===== src/rtl/mem_port_arbiter_pkg.sv =====
// Shared encodings and the arbitration rule for the CPU/DMA memory port arbiter.
// Keeping the rule here lets the FSM and anything else that needs it agree on one definition.
package mem_port_arbiter_pkg;

    localparam logic [1:0] IDLE   = 2'd0;
    localparam logic [1:0] ACCESS = 2'd1;
    localparam logic [1:0] RESP   = 2'd2;

    localparam logic OWN_CPU = 1'b0;
    localparam logic OWN_DMA = 1'b1;

    // CPU has fixed priority unless the DMA port has been passed over MAX_WAIT times.
    function automatic logic dma_wins(input logic cpu_req, input logic dma_req, input logic starved);
        return dma_req & (~cpu_req | starved);
    endfunction

endpackage


===== src/rtl/mem_port_arbiter_starve_counter.sv =====
// Saturating count of CPU grants made while the DMA port was waiting.
// Clear has priority over increment.
module arb_starve_counter #(
    parameter int MAX_WAIT = 4,
    parameter int CNT_W    = $clog2(MAX_WAIT + 1)
) (
    input  logic             clk,
    input  logic             reset,
    input  logic             inc,
    input  logic             clr,
    output logic             sat,
    output logic [CNT_W-1:0] cnt
);

    logic [CNT_W-1:0] cnt_q;
    logic [CNT_W-1:0] cnt_d;

    assign sat = (cnt_q == CNT_W'(MAX_WAIT));
    assign cnt = cnt_q;

    always_comb begin
        cnt_d = cnt_q;
        if (clr) begin
            cnt_d = '0;
        end else if (inc && !sat) begin
            cnt_d = cnt_q + CNT_W'(1);
        end
    end

    always_ff @(posedge clk) begin
        if (!reset) begin
            cnt_q <= '0;
        end else begin
            cnt_q <= cnt_d;
        end
    end

endmodule


===== src/rtl/mem_port_arbiter.sv =====
// Shares one unified memory between the multicycle CPU and a DMA/loader port.
// IDLE arbitrates and latches the winner's request, ACCESS runs MEM_LAT cycles, RESP acks for one cycle.
module mem_port_arbiter
    import mem_port_arbiter_pkg::*;
#(
    parameter int ADDR_W   = 32,
    parameter int DATA_W   = 32,
    parameter int MEM_LAT  = 1,
    parameter int MAX_WAIT = 4,
    parameter int CNT_W    = $clog2(MAX_WAIT + 1)
) (
    input  logic              clk,
    input  logic              reset,
    input  logic              cpu_req,
    input  logic              cpu_we,
    input  logic [ADDR_W-1:0] cpu_addr,
    input  logic [DATA_W-1:0] cpu_wdata,
    output logic [DATA_W-1:0] cpu_rdata,
    output logic              cpu_ack,
    output logic              cpu_stall,
    input  logic              dma_req,
    input  logic              dma_we,
    input  logic [ADDR_W-1:0] dma_addr,
    input  logic [DATA_W-1:0] dma_wdata,
    output logic [DATA_W-1:0] dma_rdata,
    output logic              dma_ack,
    output logic              mem_read,
    output logic              mem_write,
    output logic [ADDR_W-1:0] mem_addr,
    output logic [DATA_W-1:0] mem_wdata,
    input  logic [DATA_W-1:0] mem_rdata,
    output logic [1:0]        dbg_state,
    output logic [CNT_W-1:0]  dbg_wait_cnt
);

    localparam int LAT_W = $clog2(MEM_LAT + 1);
    localparam logic [LAT_W-1:0] LAT_LAST = LAT_W'(MEM_LAT - 1);

    logic [1:0]        state_q, state_d;
    logic              owner_q, owner_d;
    logic              we_q, we_d;
    logic [ADDR_W-1:0] addr_q, addr_d;
    logic [DATA_W-1:0] wdata_q, wdata_d;
    logic [LAT_W-1:0]  lat_q, lat_d;
    logic [DATA_W-1:0] cpu_rdata_q, cpu_rdata_d;
    logic [DATA_W-1:0] dma_rdata_q, dma_rdata_d;

    logic in_idle;
    logic in_access;
    logic last_beat;
    logic starved;
    logic grant_dma;
    logic any_req;

    assign in_idle   = (state_q == IDLE);
    assign in_access = (state_q == ACCESS);
    assign last_beat = in_access && (lat_q == LAT_LAST);
    assign any_req   = cpu_req | dma_req;
    assign grant_dma = dma_wins(cpu_req, dma_req, starved);

    // The count only moves on IDLE decisions; a DMA port that drops its request forfeits its credit.
    arb_starve_counter #(
        .MAX_WAIT (MAX_WAIT),
        .CNT_W    (CNT_W)
    ) u_starve (
        .clk   (clk),
        .reset (reset),
        .inc   (in_idle & cpu_req & dma_req & ~grant_dma),
        .clr   (~dma_req | (in_idle & grant_dma)),
        .sat   (starved),
        .cnt   (dbg_wait_cnt)
    );

    always_comb begin
        state_d     = state_q;
        owner_d     = owner_q;
        we_d        = we_q;
        addr_d      = addr_q;
        wdata_d     = wdata_q;
        lat_d       = lat_q;
        cpu_rdata_d = cpu_rdata_q;
        dma_rdata_d = dma_rdata_q;
        case (state_q)
            IDLE: begin
                if (any_req) begin
                    state_d = ACCESS;
                    owner_d = grant_dma ? OWN_DMA : OWN_CPU;
                    we_d    = grant_dma ? dma_we : cpu_we;
                    addr_d  = grant_dma ? dma_addr : cpu_addr;
                    wdata_d = grant_dma ? dma_wdata : cpu_wdata;
                    lat_d   = '0;
                end
            end
            ACCESS: begin
                if (last_beat) begin
                    state_d = RESP;
                    if (!we_q && owner_q == OWN_CPU) cpu_rdata_d = mem_rdata;
                    if (!we_q && owner_q == OWN_DMA) dma_rdata_d = mem_rdata;
                end else begin
                    lat_d = lat_q + LAT_W'(1);
                end
            end
            RESP:    state_d = IDLE;
            default: state_d = IDLE;
        endcase
    end

    always_ff @(posedge clk) begin
        if (!reset) begin
            state_q     <= IDLE;
            owner_q     <= OWN_CPU;
            we_q        <= 1'b0;
            addr_q      <= '0;
            wdata_q     <= '0;
            lat_q       <= '0;
            cpu_rdata_q <= '0;
            dma_rdata_q <= '0;
        end else begin
            state_q     <= state_d;
            owner_q     <= owner_d;
            we_q        <= we_d;
            addr_q      <= addr_d;
            wdata_q     <= wdata_d;
            lat_q       <= lat_d;
            cpu_rdata_q <= cpu_rdata_d;
            dma_rdata_q <= dma_rdata_d;
        end
    end

    assign mem_read  = in_access & ~we_q;
    assign mem_write = in_access & we_q;
    assign mem_addr  = addr_q;
    assign mem_wdata = wdata_q;
    assign cpu_ack   = (state_q == RESP) && (owner_q == OWN_CPU);
    assign dma_ack   = (state_q == RESP) && (owner_q == OWN_DMA);
    assign cpu_stall = cpu_req & ~cpu_ack;
    assign cpu_rdata = cpu_rdata_q;
    assign dma_rdata = dma_rdata_q;
    assign dbg_state = state_q;

endmodule


===== config.mk =====
export PLATFORM = sky130hd
export DESIGN_NAME = mem_port_arbiter
export DESIGN_NICKNAME = d
export VERILOG_FILES = /design/src/rtl/mem_port_arbiter_pkg.sv /design/src/rtl/mem_port_arbiter_starve_counter.sv /design/src/rtl/mem_port_arbiter.sv
export SDC_FILE = /design/constraint.sdc
export NUM_CORES = 1
export LEC_CHECK = 0
export CAP_MARGIN = 0
export CORE_MARGIN = 2
export CORE_UTILIZATION = 45
export CTS_CLUSTER_SIZE = 10
export DETAILED_ROUTE_END_ITERATION = 10
export PLACE_DENSITY = 0.9
export SYNTH_ARGS = -nofsm -noshare
export SYNTH_HDL_FRONTEND = slang
export SYNTH_SLANG_ARGS = --single-unit

===== constraint.sdc =====
create_clock -name clk -period 5.19 [get_ports clk]
set_input_delay 0.7785 -clock clk [delete_from_list [all_inputs] [get_ports clk]]
set_output_delay 0.7785 -clock clk [all_outputs]
set_load 0.02 [all_outputs]

==> results by group <==
STA
  • Min Tclk post-route: 3.09 ns
  • Worst Tran Pin Value: 0.964 ns
  • Setup_tns: 0 ns
  • Final hold violation count: 0
  • Worst Clk Skew: 0.00930 ns
  • Max transition margin: 35.7%
  • Final slew viol count: 0
  • Final period util: 59.6%
  • Max Clk Rate: 0.323 GHz
  • RSZ-0062 raised after global routing: false
  • Final setup vio count: 0

Detailed routing
  • Remaining DRCs: 0
  • Drt pass-1 iters: 4
  • Via count: 6653
  • Vias per Instance: 5.76
  • Total Wirelength: 21.2 mm
  • Initial DRC count: 408
  • DR WL/cell: 18.4 um
  • Post-route ant nets: 0

Critical path
  • Largest stage delay on the critical path: 0.68 ns
  • CP most frequent cell: clkdlybuf4s50_1
  • Required time worst endpoint: 4.41 ns
  • Critical-path top delay cell: clkdlybuf4s50_1
  • Crit path buf inv count: 2
  • RR Endpoint: mem_wdata[22]
  • R2R setup slack: 2.75 ns
  • Reg2reg start: u_starve.cnt[0]
  • Worst Path Arrival: 2.31 ns
  • Crit path cell chain: clkdlybuf4s50_1, nor2b_1, clkdlybuf4s50_1
  • Maximum fanout along the worst path: 8
  • R2R cell count: 6
  • CP Launch Type: input port
  • CP endpoint kind: output pin
  • Crit Path Category: in2out
  • CP delay by family, top: buffers and inverters

Synth
  • Yosys warns: 0
  • Synth Instances: 722
  • EDFF count, synth: 0
  • Synth Area in Adders: 0.378%
  • Syn_nets: 890
  • Top FF cell, synth: dfxtp_1
  • Post-synth top cells: dfxtp_1 (136), a21boi_0 (71), nand3_1 (67)
  • Post-Synth XOR/XNOR Area: 0%
  • Post-Synth Simple-Gate Area: 13.2%
  • Synth top area share: 41.2%
  • Post-Syn Area per Cell: 9.16 um^2
  • Synthesized area: 6610 um^2
  • Sequential-to-total area share from yosys stat: 41.2%
  • Main area contributors after synthesis: dfxtp_1 (41%), o311a_1 (9.8%), a21boi_0 (8.1%)
  • Post-synthesis compound-gate area fraction: 37.8%
  • Synth async-reset ratio: 0%
  • Largest family of logic cells by synthesized area: compound AO/OA/AOI/OAI gates
  • Seq cells post-synth: 136
  • Most common cell in the synthesized netlist: dfxtp_1
  • Netlist cell types: 30
  • Post-synthesis mux area share: 0%
  • Synth area leader: dfxtp_1

Power
  • Register share of total power: 36.1%
  • Internal: 2.37 mW
  • Tot Pwr: 3.26 mW
  • Clock network fraction of total power: 39.8%
  • P_leak: 3.97 nW
  • Power per Cell Area: 322 nW/um^2
  • Worst vdd ir: 0.221 mV
  • Net Sw Frac: 27.2%
  • Net switching power: 887 uW
  • Comb power frac: 24.1%

CTS
  • Clk buf depth: 2
  • # clock sinks: 136
  • Hold Buf Count CTS: 0
  • TritonCTS Buffers: 17
  • Clock Pin Slew Worst Setup and Hold Paths: 0.05 ns
  • Root Buffer: clkbuf_16
  • CTS H-tree lvls: 4
  • CTS tree: done
  • Post-CTS Resized: 0
  • Setup Fix Bufs, Post-CTS: 0
  • Clk Latency, worst-skew pair: 0.41 ns

Hold path
  • Worst hold stages: 2
  • HP Start: cpu_rdata[4]
  • Hold worst-path end: cpu_rdata[4]
  • Hold WC Path Type: reg2reg

Floorplanning
  • Die Width: 125 um
  • Core ar.: 14400 um^2
  • Rows: 44
  • Initial Util: 45.9%
  • Die ar.: 15700 um^2
  • Die Span Y: 125 um
  • IO Count: 304

Global routing
  • Met2 GRT Util: 43.9%
  • Vias in the first global route: 6289
  • Global-route wire length before repair: 33.2 mm
  • Met1 Use GR: 31.2%
  • Met3 Resource Use GR: 8.34%
  • Initial antenna violation count: 0
  • GR peak layer: met2
  • GR Overflow Total: 0
  • Pin count of the biggest net entering global routing: 129
  • Total GRT Usage: 26.0%

Place
  • Buffers on Ports: 303
  • Inst Count DP: 1124
  • GPL Wtd Cong: 0.799
  • Area after DPL: 9500 um^2
  • Post-detail-place hpwl: 14.0 mm

Layout
  • Fillers: 1102
  • Antenna diodes: 0
  • Finished Layout Cells: 1155
  • Fin util: 70.3%
  • Layout cell share with drive strength beyond 1: 5.25%
  • Fin nets: 1127
  • Design area: 10100 um^2
  • Area growth syn-to-layout: 53.2%

Flow run
  • Max-cap viol count: 0

Status
  • Run status: finished clean
==> registers in the layout (all words and copies together) (netlist names) <==
name / count
dma_rdata: 32
owner_q: 1
mem_wdata: 32
mem_addr: 32
we_q: 1
lat_q: 1
dbg_state: 2
u_starve.cnt: 3
cpu_rdata: 32
==> power by group through the flow <==
stage,Clock (mW),Sequential [mW],Combinational [mW]
3_3_place_gp,0,1.20,0.776
3_5_place_dp,0,1.20,0.783
2_1_floorplan,0,1.29,0.334
4_1_cts,1.32,1.18,0.787
6_report,1.30,1.18,0.785
5_1_grt,1.37,1.19,0.835
==> cells in the final DEF, fill, tap and decap left out, types with 13 or more instances in the layout <==
master,netlist,layout
clkdlybuf4s50_1,0,301
dfxtp_1,136,135
a21boi_0,71,71
nand3_1,67,67
and3_1,65,65
o21bai_1,65,65
o311a_1,65,65
a21boi_1,60,60
o21ai_1,38,37
o21ai_0,29,29
clkbuf_16,0,17
buf_4,2,13
==> metal layers <==
| metal | part of all wire, % | routed length (um) | up-vias |
|---|---|---|---|
| met5 | 0 | 0 | - |
| met4 | 2.3 | 481 | 0 |
| met3 | 8.7 | 1850 | 33 |
| met2 | 49 | 10500 | 271 |
| met1 | 40 | 8400 | 3160 |
| li1 | - | - | 3189 |
==> tightest hold or removal path: stages (launching register included) <==
cell      delay [ns]
dfxtp_1         0.30
o21ai_0         0.06
a21boi_1        0.06
==> metrics by stage <==
step | worst slack (ns) | hold slack, ns
global placement | 1.99 | 0.459
finish | 2.10 | 0.472
detailed placement | 1.91 | 0.465
global route | 2.02 | 0.501
floorplan | 2.89 | 0.452
CTS | 2.09 | 0.473
==> worst max path at each step <==
stage	start	end	slack (ns)	depth (start not counted)
after detailed placement	cpu_req	mem_wdata[22]	1.91	5
final	cpu_req	cpu_stall	2.10	3
after global routing	owner_q	cpu_stall	2.02	4
after global placement	cpu_req	mem_wdata[22]	1.99	5
after CTS	cpu_req	cpu_stall	2.09	3
after floorplan	dbg_state[1]	cpu_stall	2.89	3
==> final cells by class <==
cell class	instances	area [um^2]	area share, %
inverters	3	11.3	0.111
multi-input cells	487	3420	33.8
repair buffers	314	3110	30.7
flip-flops and latches	136	2720	26.9
well taps	184	230	2.27
clock inverters	10	165	1.63
clock buffers	21	470	4.64
==> logic make-up after synthesis <==
kind of cell / after synthesis
compound gates: 333
fa+ha+maj: 2
buf+inv: 99
flops: 136
simple gates: 152
Note: power is estimated with default switching activity, not from simulation.
